## config.mk

```make
export PLATFORM = sky130hd
export DESIGN_NAME = uart_tx_fifo
export DESIGN_NICKNAME = d
export VERILOG_FILES = /design/src/rtl/uart_tx_fifo_pkg.sv /design/src/rtl/uart_tx_fifo_sync_fifo.sv /design/src/rtl/uart_tx_fifo.sv
export SDC_FILE = /design/constraint.sdc
export NUM_CORES = 1
export LEC_CHECK = 0
export CORE_ASPECT_RATIO = 1.2
export CORE_MARGIN = 1.5
export CORE_UTILIZATION = 59
export DETAILED_ROUTE_END_ITERATION = 10
export PLACE_DENSITY = 0.89
export SLEW_MARGIN = 40
export SYNTH_ARGS = -nofsm -noshare
export SYNTH_HDL_FRONTEND = slang
export SYNTH_SLANG_ARGS = --single-unit
```

## constraint.sdc

```tcl
create_clock -name sys_clk -period 3.7 [get_ports sys_clk]
set_clock_uncertainty 0.05 [all_clocks]
set_input_delay 0.555 -clock sys_clk [delete_from_list [all_inputs] [get_ports sys_clk]]
set_output_delay 0.555 -clock sys_clk [all_outputs]
set_load 0.02 [all_outputs]
```

## src/rtl/uart_tx_fifo_pkg.sv

```systemverilog
// Shared UART definitions: transmit FSM states, default FIFO depth, frame format.
package uart_tx_fifo_pkg;

  localparam int unsigned UART_FIFO_DEPTH = 16;
  localparam int unsigned UART_DATA_BITS  = 8;
  localparam int unsigned UART_STOP_BITS  = 2;

  typedef enum logic [1:0] {
    ST_IDLE = 2'd0,
    ST_REQ  = 2'd1,
    ST_WAIT = 2'd2
  } tx_state_e;

endpackage

```

## src/rtl/uart_tx_fifo_sync_fifo.sv

```systemverilog
// Circular byte buffer with registered full/empty/level and a sticky overflow flag.
module sync_fifo
  import uart_tx_fifo_pkg::*;
#(
  parameter int unsigned DEPTH = UART_FIFO_DEPTH,
  parameter int unsigned AW    = 4
) (
  input  logic                      clk,
  input  logic                      rst,
  input  logic                      wr_en,
  input  logic [UART_DATA_BITS-1:0] wr_data,
  input  logic                      rd_en,
  output logic [UART_DATA_BITS-1:0] rd_data,
  output logic                      full,
  output logic                      empty,
  output logic [AW:0]               level,
  output logic                      overflow
);

  logic [UART_DATA_BITS-1:0] mem_q [DEPTH];
  logic [UART_DATA_BITS-1:0] mem_d [DEPTH];
  logic [AW-1:0] wptr_q, wptr_d, rptr_q, rptr_d;
  logic [AW:0]   level_q, level_d;
  logic          full_q, full_d, empty_q, empty_d, overflow_q, overflow_d;
  logic          push, pop;

  // Next-state for storage, pointers and flags; a pop frees a slot for a same-cycle push even when full.
  always_comb begin
    push       = wr_en && (!full_q || rd_en);
    pop        = rd_en && !empty_q;
    mem_d      = mem_q;
    wptr_d     = wptr_q;
    rptr_d     = rptr_q;
    level_d    = level_q;
    overflow_d = overflow_q | (wr_en & full_q & ~rd_en);
    if (push) begin
      mem_d[wptr_q] = wr_data;
      wptr_d        = wptr_q + AW'(1);
    end
    if (pop) begin
      rptr_d = rptr_q + AW'(1);
    end
    case ({push, pop})
      2'b10:   level_d = level_q + (AW+1)'(1);
      2'b01:   level_d = level_q - (AW+1)'(1);
      default: level_d = level_q;
    endcase
    full_d  = (level_d == (AW+1)'(DEPTH));
    empty_d = (level_d == '0);
  end

  // Pointer, level and flag registers with synchronous reset.
  always_ff @(posedge clk) begin
    if (rst) begin
      wptr_q     <= '0;
      rptr_q     <= '0;
      level_q    <= '0;
      full_q     <= 1'b0;
      empty_q    <= 1'b1;
      overflow_q <= 1'b0;
    end else begin
      wptr_q     <= wptr_d;
      rptr_q     <= rptr_d;
      level_q    <= level_d;
      full_q     <= full_d;
      empty_q    <= empty_d;
      overflow_q <= overflow_d;
    end
  end

  // Storage array; contents are only meaningful between the pointers, so no reset.
  always_ff @(posedge clk) begin
    mem_q <= mem_d;
  end

  assign rd_data  = mem_q[rptr_q];
  assign full     = full_q;
  assign empty    = empty_q;
  assign level    = level_q;
  assign overflow = overflow_q;

endmodule

```

## src/rtl/uart_tx_fifo.sv

```systemverilog
// Byte FIFO feeding a UART transmitter through a req/done handshake.
module uart_tx_fifo
  import uart_tx_fifo_pkg::*;
#(
  parameter int unsigned DEPTH = UART_FIFO_DEPTH,
  parameter int unsigned AW    = 4
) (
  input  logic                      sys_clk,
  input  logic                      sys_rst,
  input  logic                      wr_en,
  input  logic [UART_DATA_BITS-1:0] wr_data,
  output logic                      full,
  output logic                      empty,
  output logic [AW:0]               level,
  output logic                      overflow,
  output logic [UART_DATA_BITS-1:0] tx_data,
  output logic                      tx_req,
  input  logic                      tx_done,
  output logic                      busy
);

  tx_state_e                 state_q, state_d;
  logic [UART_DATA_BITS-1:0] tx_data_q, tx_data_d;
  logic                      tx_req_q, tx_req_d;
  logic [UART_DATA_BITS-1:0] head;
  logic                      pop;

  sync_fifo #(
    .DEPTH (DEPTH),
    .AW    (AW)
  ) u_fifo (
    .clk      (sys_clk),
    .rst      (sys_rst),
    .wr_en    (wr_en),
    .wr_data  (wr_data),
    .rd_en    (pop),
    .rd_data  (head),
    .full     (full),
    .empty    (empty),
    .level    (level),
    .overflow (overflow)
  );

  // Handshake FSM: pop in IDLE, pulse request in REQ, wait for frame completion in WAIT.
  always_comb begin
    state_d   = state_q;
    tx_data_d = tx_data_q;
    pop       = 1'b0;
    case (state_q)
      ST_IDLE: begin
        if (!empty) begin
          pop       = 1'b1;
          tx_data_d = head;
          state_d   = ST_REQ;
        end
      end
      ST_REQ:  state_d = ST_WAIT;
      ST_WAIT: if (tx_done) state_d = ST_IDLE;
      default: state_d = ST_IDLE;
    endcase
    tx_req_d = (state_d == ST_REQ);
  end

  // FSM, latched byte and request pulse registers.
  always_ff @(posedge sys_clk) begin
    if (sys_rst) begin
      state_q   <= ST_IDLE;
      tx_data_q <= '0;
      tx_req_q  <= 1'b0;
    end else begin
      state_q   <= state_d;
      tx_data_q <= tx_data_d;
      tx_req_q  <= tx_req_d;
    end
  end

  assign tx_data = tx_data_q;
  assign tx_req  = tx_req_q;
  assign busy    = (state_q != ST_IDLE) || !empty;

endmodule

```

* Word level (Yosys, flattened, before mapping)
Cells that the tools add are included.
Storage, ports and cells: flip-flop bits (word level) 155, bits of input ports 12, output and inout port bits 18
Operators by class: add/sub/neg operators 4, $lt $le $gt $ge 3, eq/ne operators 6, multiplexer cells 12, bitwise logic cells 7, reduce and logical (&&, ||, !) cells 11
Operators with widths (count):
- 128-bit bitwise mux | 1
- 8-bit binary-select mux with 4-bit select | 1
- 8-bit demux with 4-bit select | 1
- 8-bit 2-to-1 mux | 3
- 5-bit >= comparator (second input constant) | 2
- 4-bit NOT with 5-bit output | 2
- 5-bit one-hot mux with 2 select lines | 1
- 4-bit by 1-bit adder with 4-bit output (second input constant) | 2
- 2-bit by 1-bit equality test with 1-bit output (second input constant) | 3
- 2-bit one-hot mux with 3 select lines | 1
- 5-bit by 1-bit adder with 5-bit output (second input constant) | 1
- 5-bit equality test (second input constant) | 1
- 5-bit logical NOT | 1
- 5-bit by 1-bit < comparator with 1-bit output (second input constant) | 1
- 5-bit by 1-bit subtractor with 5-bit output (second input constant) | 1
- 2-bit equality test (second input constant) | 2
- 2-bit 2-to-1 mux | 2
- 1-bit logical AND | 3
- 1-bit bitwise AND | 2
- 1-bit logical NOT | 2
- 2-bit logical NOT | 1
- 1-bit logical OR | 2
- 1-bit 2-to-1 mux | 2
- 1-bit NOT | 2
- other kinds (3) | 3

* Depth between registers and ports, before layout
depth after elaboration 7, gate-level depth with buffers 13, gate-level depth less buffers 11

* By module
A second synthesis with hierarchy kept.
Second synthesis, totals: cell total of the unflattened synthesis 355, area total of the unflattened synthesis 6421.2 sq um
Modules (own cells, without submodules):
- sync_fifo | instances 1, cells each 305, area an instance 5933.2 sq um
- uart_tx_fifo | instances 1, cells each 50, area an instance 488.0 sq um

* Worst setup path before layout
No wires, ideal clock.
kind register -> register, start point register u_fifo.empty_q, in the netlist u_fifo.empty, end point register u_fifo.empty_q, in the netlist u_fifo.empty, arrival 2.782 ns, setup slack 0.752 ns, cell stages (with the launch flop) 14, path buffers 2, clock period less this slack 2.948 ns, cell sequence dfxtp_1 -> or3_1 -> clkbuf_1 -> a21boi_4 -> inv_1 -> ha_1 -> buf_2 -> xor2_1 -> ha_1 -> o21ai_0 -> a21oi_1 -> nor4_1 -> xnor2_1 -> a41o_1
On the way: longest elaborated chain between the ends 7, elaborated cells on any way between the ends 10, classes of those cells eq/ne (2); mux (3); reduce/logical (5)
RTL lines:
- start, declared | RTL line uart_tx_fifo_sync_fifo.sv:24 | logic full_q, full_d, empty_q, empty_d, overflow_q, overflow_d;
- start signal, assigned | RTL line uart_tx_fifo_sync_fifo.sv:66 | empty_q <= empty_d;
- 1-bit 2-to-1 mux | RTL line uart_tx_fifo.sv:51 | if (!empty) begin
- 1-bit 2-to-1 mux | RTL line uart_tx_fifo.sv:49 | case (state_q)
- 1-bit logical OR | RTL line uart_tx_fifo_sync_fifo.sv:29 | push = wr_en && (!full_q || rd_en);
- 1-bit logical AND | RTL line uart_tx_fifo_sync_fifo.sv:29
- 2-bit by 1-bit equality test with 1-bit output or 2-bit equality test (tied branches) | RTL line uart_tx_fifo_sync_fifo.sv:43 | case ({push, pop})
- 5-bit one-hot mux with 2 select lines * | RTL line uart_tx_fifo_sync_fifo.sv:43
- 5-bit logical NOT * | RTL line uart_tx_fifo_sync_fifo.sv:49 | empty_d = (level_d == '0);
Every way passes the cells marked *; elsewhere a longest branch is shown, timed or not. A chain may end at the register's enable or synchronous reset.

* Worst setup path in the final report
start point register u_fifo.empty_q, in the netlist u_fifo.empty, end point register u_fifo.full_q, in the netlist u_fifo.full
On the way: longest elaborated chain between the ends 7, elaborated cells on any way between the ends 10, classes of those cells eq/ne (3); mux (3); reduce/logical (4)
RTL lines:
- 1-bit 2-to-1 mux * | RTL line uart_tx_fifo.sv:51
- 1-bit 2-to-1 mux * | RTL line uart_tx_fifo.sv:49
- via pop | RTL line uart_tx_fifo.sv:26 | logic pop;
- 1-bit logical OR | RTL line uart_tx_fifo_sync_fifo.sv:29
- 1-bit logical AND | RTL line uart_tx_fifo_sync_fifo.sv:29
- 2-bit by 1-bit equality test with 1-bit output or 2-bit equality test (tied branches) | RTL line uart_tx_fifo_sync_fifo.sv:43
- 5-bit one-hot mux with 2 select lines * | RTL line uart_tx_fifo_sync_fifo.sv:43
- 5-bit equality test * | RTL line uart_tx_fifo_sync_fifo.sv:48 | full_d = (level_d == (AW+1)'(DEPTH));
- end signal, assigned | RTL line uart_tx_fifo_sync_fifo.sv:65 | full_q <= full_d;
- end, declared | RTL line uart_tx_fifo_sync_fifo.sv:24
The timed path passes the listed nets; every way through them passes the cells marked *.

==> metrics.txt <==
H-tree levels=4; DP Area=6580 µm²; Max Slew Vio Count=0; Power per Cell Area=between 600 and 700 nW/µm²; Tot Pwr=between 4 and 5 mW; R2R Path End=u_fifo.full; Final setup violation count=0; fin area=7200 µm²; Routed wire per std cell=24.1 µm; CTS Hold Bufs=0; DR vias/cell=6.34; f_max=326 MHz; Seq/Total Area, Yosys=about 70%; Antenna Nets Post-Route=0; ANT cells=0; CP Class=flop to flop; share of layout cells above drive strength 1=~16%; synthesized instance count=between 300 and 400; CTS Root Cell=clkbuf_16; worst setup path end=u_fifo.full; RePlAce Congestion=just over 0.7; CP arrival=roughly 3.4 ns; post-route minimum period=a little over 3 ns; Core Footprint=10200 µm²; nets@finish=between 400 and 500; Port Buffers=29; average instance area after synthesis=about 17 µm²; most frequent cells in the layout=128 x edfxtp_1, 33 x nor2_1, 28 x clkdlybuf4s50_1; grt ovf=0; hpwl dp=about 8 mm; Worst Path Required=around 4.0 ns; Hold Path Class=flop to flop; status=finished, final reports clean; Reg2Reg Setup Slack=between 0.6 and 0.7 ns; worst skew pair latency=0.43 ns; number of max-cap violations=0; Max clock buf depth=2; DR vias=3381; Worst Setup SP=u_fifo.empty; DR DRC count=0; Die ar.=11200 µm²; Final period util=between 80% and 90%; # clock sinks=roughly 160; setup TNS=0 ns; Global Route Usage Sum=between 20 and 25%; reg2reg path depth=11; die height=about 120 µm; Post-CTS Repair Setup Buffers=0; Num CTS Buffers=17; first-pass GRT wire length=19.8 mm; Cell Area, Synth=6250 µm²; R2R Path Start=u_fifo.empty; routed wire length=between 10 and 15 mm; Cell variety after synth=43; Hold WS=0.444 ns; Ys Warns=0; Pre-Repair DR Iteration Count=5; clock-pin slew on the worst setup and hold paths=about 0.060 ns; num rows=40; relative slew slack=between 40 and 50%; crit path launch type=flop; RSZ-0062 raised after global routing=false; CTS tree=done; most common cell after layout, fill and taps aside=edfxtp_1; Initial Utilization=a little over 60%; Peak VDD IR=between 300 and 400 µV; DR iter-0 viols=350; crit-path max FO=21; Syn-to-layout area delta=15.3%; fin util=a little under three quarters; Final Hold Vio Count=0; flops & latches, synth=about 160; Post-CTS Resized=0; Net Count, Synth=381; largest net degree at the start of global routing=28; vias in the first global route=between 3000 and 4000; Lkg Pwr=between 2 and 2.5 nW; endpoint type of the worst setup path=flop; Tightest Pin Transition=between 0.8 and 0.9 ns; die width=a little under 100 µm; # IOs=30; initial antenna violation count=0
routing by layer:
metal  wire length, µm  track usage, %  vias to the layer above
met5                 0               0                        -
met4               445            12.7                        0
met3               838            7.72                       33
met2              6540            40.7                      171
met1              5040            29.2                     1698
li1                  -               -                     1479
worst min-delay path by stage:
stage	from	to	slack [ns]	cells past startpoint
6_report	tx_data[4]	tx_data[4]	0.44	2
5_1_grt	u_fifo.overflow	u_fifo.overflow	0.46	2
4_1_cts	tx_data[4]	tx_data[4]	0.45	2
3_5_place_dp	tx_data[7]	tx_data[7]	0.44	2
3_3_place_gp	u_fifo.overflow	u_fifo.overflow	0.40	2
2_1_floorplan	state_q[0]	state_q[1]	0.45	2
cell usage after synthesis:
cell type,number,area share [%]
and2_1,1,0.10
nor3_1,5,0.40
a41o_1,1,0.16
edfxtp_1,128,62
clkbuf_1,5,0.30
nand3_1,1,0.080
buf_12,2,0.64
o31ai_1,1,0.12
mux4_1,14,5.9
nand2_2,1,0.10
nand3b_1,2,0.24
mux4_2,18,6.5
inv_1,4,0.24
a211o_1,1,0.14
xor2_1,7,0.98
buf_6,3,0.54
nand4_1,2,0.20
nand2b_1,3,0.30
and2b_1,1,0.12
o21ai_0,1,0.080
mux2i_1,4,0.64
buf_2,5,0.40
buf_1,2,0.12
nor2b_1,3,0.30
o21ai_1,1,0.080
and4_1,1,0.14
nor3b_1,1,0.12
or3_1,2,0.20
a21boi_4,1,0.30
ha_1,8,1.6
nor4b_2,1,0.24
dfxtp_1,27,8.7
or3b_1,1,0.14
buf_4,3,0.36
a21oi_1,23,1.8
nand2_1,10,0.60
clkdlybuf4s25_2,2,0.32
xnor2_1,4,0.56
nor2_1,42,2.5
clkbuf_2,1,0.080
nor4_1,1,0.10
a31oi_1,1,0.10
a22oi_1,16,1.9
stage by stage:
| step | worst slack, ns | instances |
|---|---|---|
| after floorplan | 0.752 | 361 |
| after global placement | 0.465 | 501 |
| after detailed placement | 0.389 | 501 |
| after CTS | 0.658 | 533 |
| after global routing | 0.457 | 533 |
| final | 0.634 | 533 |
cells by family (layout without fill, tap and decap cells):
| group | after synthesis | in the layout | synth area share [%] |
|---|---|---|---|
| adder cells (fa/ha/maj) | 8 | 8 | 1.60 |
| flip-flops | 155 | 155 | 70.2 |
| XOR/XNOR | 11 | 11 | 1.54 |
| AND/OR/NAND/NOR | 78 | 78 | 5.91 |
| buffers and inverters | 27 | 73 | 3.00 |
| AO/OA/AOI/OAI | 46 | 46 | 4.75 |
| multiplexers | 36 | 36 | 13.0 |
cell type report:
type	count	area [µm²]
Clock inverter	7	116
Timing Repair Buffer	37	345
Inverter	4	15.0
Sequential cell	155	4390
Multi-Input combinational cell	179	1700
Fill cell	591	2960
Tap cell	126	158
Clock buffer	25	485
registers in the layout (all words and copies together), names as in the netlist:
signal	count
tx_data	8
u_fifo.wptr_q	4
u_fifo.mem_q	128
u_fifo.empty	1
u_fifo.rptr_q	4
u_fifo.overflow	1
state_q	2
u_fifo.full	1
tx_req	1
u_fifo.level	5
where the power goes:
| part | leakage [nW] | internal [mW] | total (mW) | switching [mW] |
|---|---|---|---|---|
| clock network | 0.291 | 1.11 | 1.76 | 0.647 |
| logic | 0.728 | 0.522 | 1.05 | 0.527 |
| registers | 1.38 | 1.99 | 2.13 | 0.142 |
critical path, stage by stage (launching register included):
cell and delay [ns]:
dfxtp_1 0.32, or3_1 0.43, buf_4 0.24, inv_1 0.22
ha_1 0.37, xor2_1 0.12, ha_1 0.23, a21oi_1 0.16
mux2i_1 0.25, xor2_1 0.27, nand2_1 0.11, nor4b_2 0.20
Power figures use the tool's default switching activity.
